<file path="config.mk">
export PLATFORM = sky130hd
export DESIGN_NAME = spi_flash_initiator
export DESIGN_NICKNAME = d
export VERILOG_FILES = /design/src/rtl/spi_flash_initiator.sv
export SDC_FILE = /design/constraint.sdc
export NUM_CORES = 1
export LEC_CHECK = 0
export CELL_PAD_IN_SITES_DETAIL_PLACEMENT = 0
export CELL_PAD_IN_SITES_GLOBAL_PLACEMENT = 1
export CORE_UTILIZATION = 41
export DETAILED_ROUTE_END_ITERATION = 8
export GPL_TIMING_DRIVEN = 0
export HOLD_SLACK_MARGIN = 0.03
export MAX_ROUTING_LAYER = met4
export PLACE_DENSITY = 0.82
export SYNTH_ARGS = -nofsm -noshare
export SYNTH_HDL_FRONTEND = slang
export SYNTH_SLANG_ARGS = --single-unit
export TNS_END_PERCENT = 50
</file>
<file path="constraint.sdc">
create_clock -name clk -period 3.09 [get_ports clk]
set_input_delay 0.4635 -clock clk [delete_from_list [all_inputs] [get_ports clk]]
set_output_delay 0.4635 -clock clk [all_outputs]
set_load 0.02 [all_outputs]
</file>
<file path="src/rtl/spi_flash_initiator.sv">
// SPI flash initiator: runs one CS-framed command (cmd, addr, write payload, read) in SPI mode 0.
// Optional quad-output read (0x6B) is built when SPI_FLASH_INITIATOR_QUAD_READ_EN is defined.
module spi_flash_initiator #(
   parameter int CLK_DIV = 2,
   parameter int CS_IDLE = 4
) (
   input  logic        clk,
   input  logic        reset,
   input  logic        cmd_valid,
   output logic        cmd_ready,
   input  logic [7:0]  cmd,
   input  logic [23:0] addr,
   input  logic        addr_en,
   input  logic [11:0] wr_len,
   input  logic [11:0] rd_len,
   input  logic [7:0]  wr_data,
   input  logic        wr_valid,
   output logic        wr_ready,
   output logic [7:0]  rd_data,
   output logic        rd_strobe,
   output logic        done,
   output logic        busy,
   output logic        spi_clk,
   output logic        spi_cs,
   output logic [3:0]  spi_do,
   output logic [3:0]  spi_do_enable,
   input  logic [3:0]  spi_di
);
   typedef enum logic [3:0] {
      S_IDLE, S_CS_SETUP, S_CMD, S_ADDR, S_WRITE, S_DUMMY, S_READ, S_CS_HOLD, S_CS_WAIT
   } state_t;

   localparam logic [15:0] DIV_M1  = 16'(CLK_DIV - 1);
   localparam logic [15:0] IDLE_M1 = 16'(CS_IDLE - 1);

   state_t      state, nxt, n_read, n_dummy, n_write, n_addr;
   logic [15:0] cnt;
   logic [4:0]  bit_cnt, last_bit;
   logic [23:0] sh;
   logic [6:0]  rx;
   logic [7:0]  cmd_q;
   logic [23:0] addr_q;
   logic        addr_en_q, have_byte;
   logic [11:0] wr_left, rd_left;
`ifdef SPI_FLASH_INITIATOR_QUAD_READ_EN
   logic        quad_q;
`else
   logic        unused_di;
   assign unused_di = ^{spi_di[3:2], spi_di[0]};
`endif

   // Phase that follows the current one; empty phases fall through.
   always_comb begin
      n_read  = (rd_left != 12'd0) ? S_READ : S_CS_HOLD;
`ifdef SPI_FLASH_INITIATOR_QUAD_READ_EN
      n_dummy = quad_q ? S_DUMMY : n_read;
`else
      n_dummy = n_read;
`endif
      n_write = (wr_left != 12'd0) ? S_WRITE : n_dummy;
      n_addr  = addr_en_q ? S_ADDR : n_write;
      case (state)
         S_CMD:   nxt = n_addr;
         S_ADDR:  nxt = n_write;
         S_WRITE: nxt = n_dummy;
         S_DUMMY: nxt = n_read;
         default: nxt = S_CS_HOLD;
      endcase
   end

   always_comb begin
      case (state)
         S_ADDR:  last_bit = 5'd23;
`ifdef SPI_FLASH_INITIATOR_QUAD_READ_EN
         S_READ:  last_bit = quad_q ? 5'd1 : 5'd7;
`endif
         default: last_bit = 5'd7;
      endcase
   end

   always_ff @(posedge clk) begin
      if (reset) begin
         state <= S_IDLE;   cnt <= '0;        bit_cnt <= '0;   sh <= '0;  rx <= '0;
         cmd_q <= '0;       addr_q <= '0;     addr_en_q <= 1'b0; have_byte <= 1'b0;
         wr_left <= '0;     rd_left <= '0;
`ifdef SPI_FLASH_INITIATOR_QUAD_READ_EN
         quad_q <= 1'b0;
`endif
         cmd_ready <= 1'b1; busy <= 1'b0;     done <= 1'b0;    rd_strobe <= 1'b0;
         wr_ready <= 1'b0;  rd_data <= '0;    spi_cs <= 1'b1;  spi_clk <= 1'b0;
         spi_do <= '0;      spi_do_enable <= '0;
      end else begin
         rd_strobe <= 1'b0;
         done      <= 1'b0;
         case (state)
            S_IDLE: if (cmd_valid) begin
               cmd_q <= cmd; addr_q <= addr; addr_en_q <= addr_en;
               wr_left <= wr_len; rd_left <= rd_len;
`ifdef SPI_FLASH_INITIATOR_QUAD_READ_EN
               quad_q <= (cmd == 8'h6B);
`endif
               cmd_ready <= 1'b0; busy <= 1'b1; spi_cs <= 1'b0;
               cnt <= DIV_M1; state <= S_CS_SETUP;
            end
            S_CS_SETUP: if (cnt == 16'd0) begin
               state <= S_CMD; bit_cnt <= '0; cnt <= DIV_M1;
               sh <= {cmd_q[6:0], 17'h0};
               spi_do <= {3'b000, cmd_q[7]}; spi_do_enable <= 4'b0001;
            end else cnt <= cnt - 16'd1;
            S_CS_HOLD: if (cnt == 16'd0) begin
               spi_cs <= 1'b1; done <= 1'b1; cnt <= IDLE_M1; state <= S_CS_WAIT;
            end else cnt <= cnt - 16'd1;
            S_CS_WAIT: if (cnt == 16'd0) begin
               state <= S_IDLE; cmd_ready <= 1'b1; busy <= 1'b0;
            end else cnt <= cnt - 16'd1;
            default: begin
               // Write stall: SCK parked low until the next payload byte is handed over.
               if (state == S_WRITE && !have_byte) begin
                  if (wr_valid) begin
                     have_byte <= 1'b1; wr_ready <= 1'b0; cnt <= DIV_M1;
                     sh <= {wr_data[6:0], 17'h0};
                     spi_do <= {3'b000, wr_data[7]};
                  end
               end else if (!spi_clk) begin
                  if (cnt != 16'd0) cnt <= cnt - 16'd1;
                  else begin
                     spi_clk <= 1'b1; cnt <= DIV_M1;
                     if (state == S_READ) begin
`ifdef SPI_FLASH_INITIATOR_QUAD_READ_EN
                        if (quad_q) begin
                           rx <= {rx[2:0], spi_di};
                           if (bit_cnt == last_bit) begin
                              rd_data <= {rx[3:0], spi_di}; rd_strobe <= 1'b1;
                           end
                        end else
`endif
                        begin
                           rx <= {rx[5:0], spi_di[1]};
                           if (bit_cnt == last_bit) begin
                              rd_data <= {rx, spi_di[1]}; rd_strobe <= 1'b1;
                           end
                        end
                     end
                  end
               end else if (cnt != 16'd0) cnt <= cnt - 16'd1;
               else begin
                  spi_clk <= 1'b0; cnt <= DIV_M1;
                  if (bit_cnt != last_bit) begin
                     bit_cnt <= bit_cnt + 5'd1;
                     if (state != S_READ && state != S_DUMMY) begin
                        spi_do <= {3'b000, sh[23]}; sh <= {sh[22:0], 1'b0};
                     end
                  end else if (state == S_WRITE && wr_left != 12'd1) begin
                     wr_left <= wr_left - 12'd1; bit_cnt <= '0;
                     have_byte <= 1'b0; wr_ready <= 1'b1;
                  end else if (state == S_READ && rd_left != 12'd1) begin
                     rd_left <= rd_left - 12'd1; bit_cnt <= '0;
                  end else begin
                     state <= nxt; bit_cnt <= '0;
                     spi_do <= '0; spi_do_enable <= '0;
                     case (nxt)
                        S_ADDR: begin
                           sh <= {addr_q[22:0], 1'b0};
                           spi_do <= {3'b000, addr_q[23]}; spi_do_enable <= 4'b0001;
                        end
                        S_WRITE: begin
                           have_byte <= 1'b0; wr_ready <= 1'b1; spi_do_enable <= 4'b0001;
                        end
                        default: ;
                     endcase
                  end
               end
            end
         endcase
      end
   end
endmodule

</file>
* Word level (Yosys, flattened, before mapping)
Cells that the tools add are included.
** Word-level totals
- Register bits :: 137
- Memory bits (writable) :: 0
- Latch bits :: 0
- Memories :: 0
- Word-level logic and storage cells :: 225
- Output and inout port bits :: 23
- ROM bits :: 0
- Input port bits :: 73
** Cells by class
- $mul :: 0
- Muxes and demuxes :: 104
- Equal/unequal tests :: 45
- Divide/modulo/power cells :: 0
- Reductions and logical operators :: 43
- Add/sub/neg operators :: 4
- Bitwise operators :: 8
- Shifts and indexed selects :: 0
- Magnitude comparators :: 0
** Operator list (count)
- two-way mux 24 bit :: 10
- two-way mux 12 bit :: 13
- two-way mux 16 bit :: 7
- two-way mux 4 bit :: 26
- case mux 16 bit (4 select lines) :: 1
- case mux 12 bit (2 select lines) :: 2
- case mux 24 bit (2 select lines) :: 1
- two-way mux 5 bit :: 6
- two-way mux 1 bit :: 28
- != test 5 x 1 -> 1 bit (second input constant) :: 5
- != test 12 x 1 -> 1 bit (second input constant) :: 2
- AND reduction 8 bit :: 3
- nonzero test 12 bit :: 2
- subtractor 12 x 1 -> 12 bit (second input constant) :: 2
- equality test 4 x 3 -> 1 bit (second input constant) :: 5
- != test 2 x 1 -> 1 bit (second input constant) :: 9
- logical NOT 16 bit :: 1
- != test 2 bit (second input constant) :: 8
- != test 4 x 3 -> 1 bit (second input constant) :: 4
- case mux 4 bit (2 select lines) :: 2
- case mux 4 bit (4 select lines) :: 1
- nonzero test 16 bit :: 1
- subtractor 16 x 1 -> 16 bit (second input constant) :: 1
- AND reduction 7 bit :: 2
- other kinds (33) :: 62

* Longest topological paths before layout
- Depth after elaboration :: 15
- Gate-level depth with buffers :: 11
- Gate-level depth less buffers :: 8

* Least setup slack after synthesis
Ideal clock, no wire load.
- Path type :: reg-to-reg
- From :: reg state[3]
- To :: reg sh[10]
- Library setup time :: 123 ps
- Slack :: 745 ps
- Cell stages (with the launch flop) :: 9
- Data required time :: 2967 ps
- Data arrival time :: 2221 ps
- Clock period less this slack :: 2345 ps
- Path through :: dfxtp_1 -> buf_6 -> and4bb_4 -> mux2_4 -> or3_4 -> a31o_4 -> nand2_4 -> buf_6 -> mux2_1
** On the way
- Longest elaborated chain between the ends :: 8
- Elaborated cells on any way between the ends :: 36
- Classes of those cells :: eq/ne (18); mux (7); bitwise (1); reduce/logical (10)
** Ends and longest elaborated chain
- start: declaration :: line 36 : state_t state, nxt, n_read, n_dummy, n_write, n_addr;
- start signal: assignment :: line 83 : state <= S_IDLE; cnt <= '0; bit_cnt <= '0; sh <= '0; rx <= '0;
- start signal: assignment :: line 103 : cnt <= DIV_M1; state <= S_CS_SETUP;
- start signal: assignment :: line 106 : state <= S_CMD; bit_cnt <= '0; cnt <= DIV_M1;
- equality test 4 x 2 -> 1 bit :: line 62, 72
- two-way mux 5 bit :: line 72 : case (state)
- != test 5 bit :: line 148 : if (bit_cnt != last_bit) begin
- two-way mux 24 bit :: line 148
- two-way mux 24 bit :: line 145 : end else if (cnt != 16'd0) cnt <= cnt - 16'd1;
- two-way mux 24 bit :: line 124 : end else if (!spi_clk) begin
- two-way mux 24 bit :: line 118 : if (state == S_WRITE && !have_byte) begin
- case mux 24 bit (2 select lines) :: line 95 : case (state)
- end signal: assignment :: line 107 : sh <= {cmd_q[6:0], 17'h0};
- end signal: assignment :: line 121 : sh <= {wr_data[6:0], 17'h0};
- end signal: assignment :: line 151 : spi_do <= {3'b000, sh[23]}; sh <= {sh[22:0], 1'b0};
- end: declaration :: line 39 : logic [23:0] sh;
Several ways; a longest one is shown, not always the timed one. The select of a mux whose other input is x is not followed.
A chain may end at the register's enable or synchronous reset.

* Final worst setup path
- From :: reg state[0]
- To :: reg rd_left[3]
** On the way
- Longest elaborated chain between the ends :: 5
- Elaborated cells on any way between the ends :: 23
- Classes of those cells :: eq/ne (12); mux (2); bitwise (1); reduce/logical (8)
** Ends and longest elaborated chain
- equality test 4 x 2 -> 1 bit :: line 72
- two-way mux 5 bit :: line 72
- != test 5 bit :: line 148
- != test 2 x 1 -> 1 bit (no line)
- AND reduction 8 bit (no line)
- end signal: assignment :: line 98 : wr_left <= wr_len; rd_left <= rd_len;
- end: declaration :: line 44 : logic [11:0] wr_left, rd_left;
Several ways; a longest one is shown, not always the timed one.

==> flow_metrics.tcl <==
set metrics [dict create \
    track_usage_pct 24.82 \
    drv_cap 0 \
    post-cts-setup-buffer-count 0 \
    num_rows 46 \
    report.final.slew_viol_count 0 \
    coreArea_sq_mm 0.01589 \
    syn_area_per_cell_sq_um 7.922 \
    clock.fmax_ghz 0.3530 \
    dp_slack_ps 79.19 \
    wl_um 19450 \
    nFillCells 1594 \
    endpoint_kind "flop" \
    multiInputGateArea_sq_mm 0.003725 \
    synth_xor_area_share_pct 2.495 \
    grt_max_degree 17 \
    cts.clk_slew.worst_paths_ps 60 \
    htree_levels 4 \
    design_area_sq_mm 0.008432 \
    holdCritPathClass "flop to flop" \
    pwr-share-seq_pct 28.5 \
    die_w_um 129.6 \
    async_flop_share_pct 0 \
    start_kind "flop" \
    drtIter0Drc 538 \
    synthMuxAreaShare_pct 3.527 \
    grt_pass1_wl_um 30790 \
    max_stage_delay_ps 620 \
    placed_area_sq_mm 0.007820 \
    final_util_pct 53.08 \
    vias 6432 \
    cts_root_buf "clkbuf_16" \
    antenna_cells 0 \
    die_area_sq_mm 0.01678 \
    worst_ir_drop_vdd_uv 507.4 \
    power.share.switching_pct 41.38 \
    p_sw_w 0.003334 \
    intPower_w 0.004723 \
    drive_gt1_share_pct 9.430 \
    syn2layout_area_growth_pct 26.41 \
    die_h_um 129.6 \
    fin_worst_skew_ps 8.921 \
    first_pass_iters 5 \
    start_util_pct 41.99 \
    synth-edff-count 0 \
    synth_top_family_by_area "simple AND/OR/NAND/NOR gates" \
    fin_crit_sh_pct 91.69 \
    worstSkewPairLatency_ps 430 \
    regArea_sq_mm 0.002603 \
    setup_viol 0 \
    clock-sinks 130 \
    p_leak_nw 3.086 \
    clkPwrFrac_pct 26.1 \
    power_frac_comb_pct 45.5 \
    fin_setup_tns_ps 0 \
    ys.flop_type "dfxtp_1" \
    cp_slowest_cell "nor2_2" \
    synth-seq-cells 130 \
    yosysSeqAreaShare_pct 39.02 \
    post_cts_resized 0 \
    overflow 0 \
    dp_hpwl_um 13740 \
    tritoncts "built" \
    post_drt_wl_per_cell_um 16.47 \
    cts_buffer_depth 2 \
    yosys.area_share.adder_pct 1.501 \
    first_global_vias 5832 \
    fin_ws_ps 256.9 \
    crit_type "flop to flop" \
    io_pins 96 \
    arrival_ps 3190 \
    yosys_warnings 0 \
    antenna_left 0 \
    via_per_inst 5.446 \
    critical_path.cell_chain "buf_2 > or4_1 > clkbuf_1 > nor2_2 > clkbuf_1 > a22oi_1 > a21oi_1" \
    cpLargestDelayFamily "simple AND/OR/NAND/NOR gates" \
    holdBufCountCts 0 \
    antenna_found_initial 0 \
    totalPowerFinal_w 0.008057 \
    synth-simple-area-share_pct 28.25 \
    synthCells 842 \
    synth_compound_area_share_pct 19.73 \
    yosysUniqueCellTypes 77 \
    cp.required_ps 3440 \
    synthesis.area_sq_mm 0.006670 \
    cts_made_buffers 17 \
    power_density_mw_per_mm2 955.6 \
    hold_viol 0 \
    fin_crit_ps 2833 \
    drc 0 \
    fin_nets 1033 \
    crit_top_cell "clkbuf_1" \
    tightestPinTransition_ps 1038 \
    status "finished clean" \
    gp_congestion 0.9020 \
    crit_fanout 10 \
    rsz0062_at_grt "no" \
    maxSlewHeadroom_pct 30.07 \
    io_buffer_count 86 \
    crit_buf_inv 3 \
]
==> power groups by stage <==
stage | logic, W | registers, W | clock network (W)
6_report | 0.00366 | 0.00229 | 0.00210
5_1_grt | 0.00408 | 0.00234 | 0.00220
4_1_cts | 0.00365 | 0.00229 | 0.00211
3_5_place_dp | 0.00362 | 0.00232 | 0
3_3_place_gp | 0.00363 | 0.00231 | 0
2_1_floorplan | 0.00268 | 0.00227 | 0
==> sequential cells by signal, indices dropped and copies added (netlist names), 4 cells and up <==
signal / cells
state: 4
addr_q: 24
wr_left: 12
sh: 23
bit_cnt: 5
cmd_q: 8
rd_data: 8
rd_left: 12
rx: 7
cnt: 16
==> through the flow <==
step | std cells | hold WS [ps]
2_1_floorplan | 847 | 432.1
3_3_place_gp | 1149 | 440.0
3_5_place_dp | 1149 | 445.9
4_1_cts | 1181 | 453.4
5_1_grt | 1181 | 464.3
6_report | 1181 | 449.8
==> worst paths after layout <==
path	startpoint	end	slack (ps)	cells past startpoint
hold reg to reg	rd_data[3]	rd_data[3]	450	2
setup reg to reg	state[0]	rd_left[3]	260	7
setup / recovery	state[0]	rd_left[3]	260	7
hold / removal	rd_data[3]	rd_data[3]	450	2
==> cells in the mapped netlist (8+ instances only) <==
cell type	instances	area [sq um]
a21oi_1	106	530.5
a311oi_1	9	78.83
a31oi_1	12	75.07
buf_2	13	65.06
buf_4	8	60.06
clkbuf_1	34	127.6
dfxtp_1	130	2603
ha_1	8	100.1
inv_1	12	45.04
mux2_1	9	101.4
nand2_1	182	683.2
nand2b_1	9	56.30
nand3_1	13	65.06
nor2_1	52	195.2
nor2b_1	19	118.9
nor3_1	20	100.1
nor4_1	8	50.05
o211ai_1	12	90.09
o21ai_0	30	150.1
or3_1	22	137.6
or4_1	10	75.07
xnor2_1	12	105.1
==> placed cells by master (no fill, tap or decap), types with 4 or more instances in the layout <==
cell / netlist / final
nand2_1: 182 / 182
dfxtp_1: 130 / 130
a21oi_1: 106 / 106
clkdlybuf4s50_1: 0 / 86
nor2_1: 52 / 52
clkbuf_1: 34 / 35
o21ai_0: 30 / 30
or3_1: 22 / 22
nor3_1: 20 / 20
nor2b_1: 19 / 19
clkbuf_16: 0 / 17
buf_2: 13 / 13
nand3_1: 13 / 13
inv_1: 12 / 12
o211ai_1: 12 / 12
xnor2_1: 12 / 12
a31oi_1: 12 / 12
or4_1: 10 / 10
nand2b_1: 9 / 9
a311oi_1: 9 / 9
mux2_1: 9 / 9
buf_4: 8 / 8
nor4_1: 8 / 8
ha_1: 8 / 8
nand4_1: 7 / 7
xor2_1: 7 / 7
mux2_2: 7 / 7
conb_1: 1 / 6
buf_6: 5 / 5
o31ai_1: 5 / 5
clkinvlp_4: 0 / 5
mux2i_1: 4 / 4
==> cell families (layout without fill, tap and decap cells) <==
kind of cell             Yosys count  in the layout
buffers and inverters             74            192
adder cells (fa/ha/maj)            8              8
other                              1              6
multiplexers                      21             21
XOR/XNOR                          19             19
flip-flops                       130            130
AND/OR/NAND/NOR                  378            378
AO/OA/AOI/OAI                    211            211
==> tightest hold or removal path: stages, from the launching register on <==
cell     delay, ps
dfxtp_1        310
nand2_1         50
a21oi_1         50
==> layout make-up <==
type,instances,area share (%)
Clock inverter,12,1.840
Multi-Input combinational cell,643,44.18
Buffer,62,3.754
Timing Repair Buffer,86,10.21
Sequential cell,130,30.87
Tap cell,216,3.205
Clock buffer,20,5.416
Inverter,12,0.5342
==> routing by layer <==
| layer | GRT usage, % | routed length (um) |
|---|---|---|
| met1 | 35.26 | 9725 |
| met3 | 5.285 | 1192 |
| met4 | 6.772 | 289 |
| met5 | - | 0 |
| met2 | 35.20 | 8239 |
Power figures use the tool's default switching activity.
